### src/rtl/vga_timing_scheduler.sv
// VGA raster timing (counters, syncs, active window) plus one-deep per-line prefetch
// scheduler with deadline-based underrun detection.
module vga_timing_scheduler #(
    parameter int H_ACTIVE = 640,
    parameter int H_FP     = 16,
    parameter int H_SYNC   = 96,
    parameter int H_BP     = 48,
    parameter int V_ACTIVE = 480,
    parameter int V_FP     = 10,
    parameter int V_SYNC   = 2,
    parameter int V_BP     = 33
) (
    input  logic       CLK,
    input  logic       RST_N,
    input  logic       EN,
    output logic       H_pulse,
    output logic       V_pulse,
    output logic       ACTIVE,
    output logic [9:0] PIX_X,
    output logic [9:0] PIX_Y,
    output logic       FRAME_START,
    output logic       LINE_REQ,
    output logic [9:0] LINE_NUM,
    input  logic       LINE_ACK,
    output logic       UNDERRUN,
    output logic [7:0] UNDERRUN_CNT
);

    localparam int HT = H_ACTIVE + H_FP + H_SYNC + H_BP;
    localparam int VT = V_ACTIVE + V_FP + V_SYNC + V_BP;

    localparam logic [9:0] C_HT_M1  = 10'(HT - 1);
    localparam logic [9:0] C_VT_M1  = 10'(VT - 1);
    localparam logic [9:0] C_HA     = 10'(H_ACTIVE);
    localparam logic [9:0] C_VA     = 10'(V_ACTIVE);
    localparam logic [9:0] C_HS_BEG = 10'(H_ACTIVE + H_FP);
    localparam logic [9:0] C_HS_END = 10'(H_ACTIVE + H_FP + H_SYNC);
    localparam logic [9:0] C_VS_BEG = 10'(V_ACTIVE + V_FP);
    localparam logic [9:0] C_VS_END = 10'(V_ACTIVE + V_FP + V_SYNC);

    typedef enum logic {S_IDLE = 1'b0, S_REQ = 1'b1} state_t;

    state_t     r_state, w_state_nx;
    logic       r_run;
    logic [9:0] r_x, r_y, r_line;
    logic [9:0] w_x_nx, w_y_nx, w_n_nx, w_line_nx;
    logic       w_wrap, w_underrun_nx;
    logic       r_h, r_v, r_active, r_fs, r_underrun;
    logic [7:0] r_ucnt;

    // r_run is low on the first enabled edge, so that edge holds (0,0).
    always_comb begin
        w_x_nx = 10'd0;
        w_y_nx = 10'd0;
        w_wrap = 1'b0;
        if (EN && r_run) begin
            if (r_x == C_HT_M1) begin
                w_wrap = 1'b1;
                w_y_nx = (r_y == C_VT_M1) ? 10'd0 : r_y + 10'd1;
            end else begin
                w_x_nx = r_x + 10'd1;
                w_y_nx = r_y;
            end
        end
    end

    assign w_n_nx = (w_y_nx == C_VT_M1) ? 10'd0 : w_y_nx + 10'd1;

    // An ack sampled on the deadline edge wins over the underrun.
    always_comb begin
        w_state_nx    = r_state;
        w_line_nx     = r_line;
        w_underrun_nx = 1'b0;
        if (!EN) begin
            w_state_nx = S_IDLE;
        end else begin
            case (r_state)
                S_IDLE: begin
                    if (w_x_nx == C_HA && w_n_nx < C_VA) begin
                        w_state_nx = S_REQ;
                        w_line_nx  = w_n_nx;
                    end
                end
                S_REQ: begin
                    if (LINE_ACK) begin
                        w_state_nx = S_IDLE;
                    end else if (w_wrap) begin
                        w_state_nx    = S_IDLE;
                        w_underrun_nx = 1'b1;
                    end
                end
                default: w_state_nx = S_IDLE;
            endcase
        end
    end

    always_ff @(posedge CLK or negedge RST_N) begin
        if (!RST_N) begin
            r_state    <= S_IDLE;
            r_run      <= 1'b0;
            r_x        <= 10'd0;
            r_y        <= 10'd0;
            r_line     <= 10'd0;
            r_h        <= 1'b1;
            r_v        <= 1'b1;
            r_active   <= 1'b0;
            r_fs       <= 1'b0;
            r_underrun <= 1'b0;
            r_ucnt     <= 8'd0;
        end else begin
            r_state    <= w_state_nx;
            r_run      <= EN;
            r_x        <= w_x_nx;
            r_y        <= w_y_nx;
            r_line     <= w_line_nx;
            r_h        <= !(EN && (w_x_nx >= C_HS_BEG) && (w_x_nx < C_HS_END));
            r_v        <= !(EN && (w_y_nx >= C_VS_BEG) && (w_y_nx < C_VS_END));
            r_active   <= EN && (w_x_nx < C_HA) && (w_y_nx < C_VA);
            r_fs       <= EN && (w_x_nx == 10'd0) && (w_y_nx == 10'd0);
            r_underrun <= w_underrun_nx;
            if (w_underrun_nx && (r_ucnt != 8'hFF)) begin
                r_ucnt <= r_ucnt + 8'd1;
            end
        end
    end

    assign H_pulse      = r_h;
    assign V_pulse      = r_v;
    assign ACTIVE       = r_active;
    assign PIX_X        = r_x;
    assign PIX_Y        = r_y;
    assign FRAME_START  = r_fs;
    assign LINE_REQ     = (r_state == S_REQ);
    assign LINE_NUM     = r_line;
    assign UNDERRUN     = r_underrun;
    assign UNDERRUN_CNT = r_ucnt;

endmodule

### config.mk
export PLATFORM = sky130hd
export DESIGN_NAME = vga_timing_scheduler
export DESIGN_NICKNAME = d
export VERILOG_FILES = /design/src/rtl/vga_timing_scheduler.sv
export SDC_FILE = /design/constraint.sdc
export NUM_CORES = 1
export LEC_CHECK = 0
export ABC_AREA = 0
export BUFFER_PORTS_ARGS = -buffer_cell sky130_fd_sc_hd__buf_2
export CORE_MARGIN = 3
export CORE_UTILIZATION = 60
export CTS_CLUSTER_DIAMETER = 30
export DETAILED_ROUTE_END_ITERATION = 7
export PLACE_DENSITY = 0.85
export SLEW_MARGIN = 20
export SYNTH_ARGS = -nofsm -noshare
export SYNTH_HDL_FRONTEND = slang
export SYNTH_SLANG_ARGS = --single-unit
### constraint.sdc
create_clock -name CLK -period 6.7 [get_ports CLK]
set_input_delay 0.67 -clock CLK [delete_from_list [all_inputs] [get_ports CLK]]
set_output_delay 0.67 -clock CLK [all_outputs]
set_load 0.01 [all_outputs]
==> Word level (Yosys, flattened, before mapping) <==
Index checks and enable logic that the tools add are counted.
{ "word_totals": {"regBits": 45, "latchBits": 0, "ram_bits": 0, "mem_bits_ro": 0, "inputBits": 4, "out_inout_bits": 44, "wordCells": 61, "mem_count": 0} }
{ "op_classes": {"add_sub_neg": 4, "multipliers": 0, "n_div": 0, "order_cmp": 7, "n_eq_ne": 5, "shifts": 0, "mux": 17, "bitwise": 1, "reduce_logical": 16} }
{ "op_table": {"columns": ["cell", "n"], "rows": [
  ["10-bit 2-to-1 mux", 6],
  ["10-bit equality test, second input constant", 4],
  ["10-bit by 1-bit adder with 10-bit output, second input constant", 3],
  ["10-bit by 9-bit less-than comparator with 1-bit output, second input constant", 3],
  ["10-bit logical NOT", 2],
  ["10-bit less-than comparator, second input constant", 2],
  ["1-bit logical AND", 11],
  ["10-bit greater-or-equal comparator, second input constant", 1],
  ["10-bit by 9-bit greater-or-equal comparator with 1-bit output, second input constant", 1],
  ["1-bit 2-to-1 mux", 10],
  ["8-bit by 1-bit adder with 8-bit output, second input constant", 1],
  ["8-bit != test, second input constant", 1],
  ["3-bit AND reduction", 1],
  ["1-bit logical NOT", 2],
  ["1-bit one-hot mux with 2 select lines", 1],
  ["1-bit NOT", 1]
]} }

==> Longest topological paths before layout <==
{ "logic_depth": {"word_depth": 11, "depth_mapped": 16, "mapped_depth_nobuf": 15} }

==> Worst setup path before layout <==
No wires, ideal clock.
{ "synth_path": {"kind": "register -> register", "start": "register r_x[0] (netlist: PIX_X[0])", "end": "register r_line[0] (netlist: LINE_NUM[0])", "setup_time_ps": 125, "arrival_ps": 3447, "required_ps": 6575, "setup_slack_ps": 3128, "stages_incl_launch_ff": 17, "n_path_buf": 2, "synth_period_minus_slack_ps": 3572, "path_cell_list": "dfrtp_1 > ha_1 > buf_2 > nand4_2 > or3_4 > buf_6 > nor3_1 > a21oi_1 > nand2b_1 > inv_1 > ha_1 > nand3b_1 > nor2_1 > xor2_1 > nor4b_4 > a21oi_4 > mux2_4"} }
{ "synth_between": {"elab_chain_len": 8, "elab_cells_between_ends": 13, "cone_classes": "add/sub: 2; order compare: 1; eq/ne: 3; mux: 5; reduce/logical: 2"} }
{ "synth_rtl": {"columns": ["element", "line_no", "rtl"], "rows": [
  ["start, declared", "45", "logic [9:0] r_x, r_y, r_line;"],
  ["start signal, assigned", "113", "r_x <= w_x_nx;"],
  ["10-bit equality test (*)", "57", "if (r_x == C_HT_M1) begin"],
  ["10-bit 2-to-1 mux (*)", "57", null],
  ["10-bit 2-to-1 mux (*)", "56", "if (EN && r_run) begin"],
  ["via w_y_nx[0]", "46", "logic [9:0] w_x_nx, w_y_nx, w_n_nx, w_line_nx;"],
  ["10-bit by 1-bit adder with 10-bit output or 10-bit equality test (tied branches)", "67", "assign w_n_nx = (w_y_nx == C_VT_M1) ? 10'd0 : w_y_nx + 10'd1;"],
  ["10-bit 2-to-1 mux (*)", "67", null],
  ["10-bit by 9-bit less-than comparator with 1-bit output", "79", "if (w_x_nx == C_HA && w_n_nx < C_VA) begin"],
  ["1-bit logical AND", "79", null],
  ["3-bit AND reduction (no line)", null, null],
  ["end signal, assigned", "115", "r_line <= w_line_nx;"],
  ["end, declared", "45", null]
]} }
The timed path passes the listed nets; every way through them passes the cells marked *.
A chain may end at the register's enable or synchronous reset.

==> Final worst setup path <==
{ "layout_path": {"start": "register r_x[0] (netlist: PIX_X[0])", "end": "register r_line[7] (netlist: LINE_NUM[7])"} }
Same word-level chain as after synthesis.

==> impl_metrics.yaml <==
timing:
  period_needed_ns: 3.93
  tightestPinTransition_ns: 0.989
  skew_ns: 0.00648
  hold_viol: 0
  rsz0062_at_grt: "no"
  fmax_ghz: 0.255
  slew_violations: 0
  max_slew_margin: 0.341
  fin_setup_tns_ns: 0
  finalCritPeriodShare: 0.586
  setup_violations: 0
  layout_setup_ws_ns: 2.77
outcome:
  outcome: "complete, no violations"
worst_setup_path:
  end_kind: "flip-flop"
  worst-path-buf-inv: 1
  crit_arrival_ns: 4.11
  cp_cell_sequence: "ha_1 -> nand4_2 -> or3_4 -> nor3_1 -> a21oi_1 -> nand2b_1 -> inv_1 -> ha_1 -> nand3b_1 -> nor2_1 -> xor2_1 -> nor4b_4 -> a21oi_4 -> mux2_4"
  crit_slowest_cell: "or3_4"
  r2r_slack_ns: 2.77
  crit_type: "reg2reg"
  r2r-end: "LINE_NUM[7]$_DFFE_PN0P_"
  startpoint_type: "flip-flop"
  cpMostUsedCell: "ha_1"
  max_stage_delay_ns: 0.51
  r2r_start: "PIX_X[0]$_DFF_PN0_"
  required_ns: 6.88
  r2r_cells: 14
  cp_top_family: "simple AND/OR/NAND/NOR gates"
  crit_path_max_fanout: 11
power:
  power.internal_mw: 0.398
  netSwitchingPower_mw: 0.103
  leakagePower_nw: 1.42
  peakVddDrop_mv: 0.131
  seqPwrFrac: 0.547
  p_per_area_mw_per_mm2: 171
  combPwrFrac: 0.032
  power.share.clock: 0.421
  switching_share: 0.206
  power_mw: 0.501
layout:
  final_util: 0.724
  drive_gt1_frac: 0.240
  antenna_cells: 0
  regArea_sq_mm: 0.00113
  multi_input_comb_area_sq_mm: 0.00136
  layout.cells.non_filler: 354
  n_fill_cell: 302
  area_growth_pct: 15.0
  nNetsFinal: 314
detailed_routing:
  via_per_inst: 5.86
  drtPass1Iterations: 4
  drt_iter0_drc: 233
  drtAntennaViolNets: 0
  wire_per_inst_um: 16.1
  vias: 2075
  wirelength_mm: 5.70
  drc: 0
clock_tree:
  cts.sinks: 45
  cts_resized: 0
  cts_made_buffers: 5
  clk-insertion-delay-late_ns: 0.30
  clk_pin_slew_ns: 0.08
  h-tree-depth: 2
  cts_setup_buffers: 0
  cts_tree: "yes"
  cts_buffer_depth: 2
  hold_buffers: 0
  cts-root-buf: "clkbuf_8"
floorplanning:
  num_io_pins: 48
  die-area_sq_mm: 0.00507
  fp-row-count: 23
  chipHeight_um: 71.2
  die_w_um: 71.2
  initial_core_util: 0.629
  core_sq_mm: 0.00406
yosys:
  synth_cells: 254
  avgSynthCellArea_sq_um: 10.0
  ys_seq_elements: 45
  ys_warn_count: 0
  synth_seq_area_share: 0.442
  synth_top_area_frac: 0.422
  async_reset_ff_frac: 1.00
  synth_area_leaders: "dfrtp_1, xnor2_1, nor2_1, xor2_1, mux2_4"
  syn_nets: 265
  synth.cells.most_frequent: "dfrtp_1, nor2_1, xnor2_1"
  ys.flop_type: "dfrtp_1"
  synth_top_cell_by_area: "dfrtp_1"
  yosysUniqueCellTypes: 51
  synth_edf_count: 0
  synth_most_common_cell: "dfrtp_1"
  netlist_area_sq_mm: 0.00255
grt:
  grt_pass1_wl_mm: 9.88
  antenna_found_initial: 0
  grt_start_max_net_pins: 46
  grt.overflow.total: 0
  grt_use_total: 0.246
  first_global_vias: 2104
place:
  portBuffers: 47
  globalplace.congestion: 0.947
  pre_cts_ws_ns: 2.84
  dpl.cell_count: 346
  dp_hpwl_mm: 4.14
worst_hold_path:
  whs_path_depth: 1
  hp-class: "reg2reg"
  worstHoldEndpoint: "LINE_NUM[6]$_DFFE_PN0P_"
  hp-start: "LINE_NUM[6]$_DFFE_PN0P_"
run:
  maxCapViolations: 0
==> power groups by stage <==
stage               Sequential, mW  Combinational [mW]  Clock (mW)
global route                 0.275              0.0178       0.227
finish                       0.274              0.0159       0.211
floorplan                    0.280             0.00602           0
CTS                          0.274              0.0165       0.215
detailed placement           0.280              0.0163           0
global placement             0.280              0.0164           0
==> cells in the final DEF, fill, tap and decap left out, types with 3 or more instances in the layout <==
master / count
a21oi_1: 7
ha_1: 7
mux2_4: 6
nand2_1: 18
nand4_1: 4
buf_2: 47
clkbuf_8: 6
nor2_1: 35
and3_1: 4
xnor2_1: 19
inv_1: 9
nand3_1: 16
dfrtp_1: 43
xor2_1: 11
o22a_1: 3
nor3_1: 14
and4b_1: 4
o21ai_0: 4
==> through the flow <==
stage,instance area [sq um],hold slack [ns]
after floorplan,2550,0.374
after global placement,2820,0.478
after detailed placement,2820,0.472
after CTS,2940,0.490
after global routing,2940,0.501
final,2940,0.485
==> flip-flops by register name (all words and copies together) (netlist names) <==
| register | flops |
|---|---|
| ACTIVE | 1 |
| FRAME_START | 1 |
| H_pulse | 1 |
| LINE_NUM | 10 |
| LINE_REQ | 1 |
| PIX_X | 10 |
| PIX_Y | 10 |
| UNDERRUN | 1 |
| UNDERRUN_CNT | 8 |
| V_pulse | 1 |
| r_run | 1 |
==> cells by family after synthesis <==
family / synth area share
muxes: 0.0397
and+or+nand+nor: 0.279
adders and majority gates: 0.0343
DFF: 0.442
AOI/OAI and AO/OA: 0.0770
buffers and inverters: 0.0250
xor gates and xnor gates: 0.103
==> area by class of cell <==
type / instances / area share
multi-input combinational: 195 / 0.463
sequential: 45 / 0.384
timing repair buffer: 47 / 0.0801
clock buffer: 7 / 0.0294
tap: 50 / 0.0213
inverter: 9 / 0.0115
clock inverter: 1 / 0.0102
==> how the worst max path moves through the flow <==
stage / from / slack (ns) / depth (start not counted) / to
after detailed placement: PIX_X[0]$_DFF_PN0_ / 2.84 / 14 / LINE_NUM[4]$_DFFE_PN0P_
final: PIX_X[0]$_DFF_PN0_ / 2.77 / 14 / LINE_NUM[7]$_DFFE_PN0P_
after global routing: PIX_X[0]$_DFF_PN0_ / 2.42 / 14 / LINE_NUM[1]$_DFFE_PN0P_
after floorplan: PIX_X[0]$_DFF_PN0_ / 3.13 / 16 / LINE_NUM[0]$_DFFE_PN0P_
after CTS: PIX_X[0]$_DFF_PN0_ / 2.79 / 14 / LINE_NUM[1]$_DFFE_PN0P_
after global placement: PIX_X[0]$_DFF_PN0_ / 3.02 / 14 / LINE_NUM[3]$_DFFE_PN0P_
==> metal layers <==
layer	share of wire	vias up	GRT usage	wire length, um
li1	-	1001	-	-
met1	0.45	1000	0.331	2570
met2	0.48	67	0.385	2710
met3	0.057	7	0.0631	324
met4	0.015	0	0.0939	87
met5	0	-	0	0
Note: power is estimated with default switching activity, not from simulation.
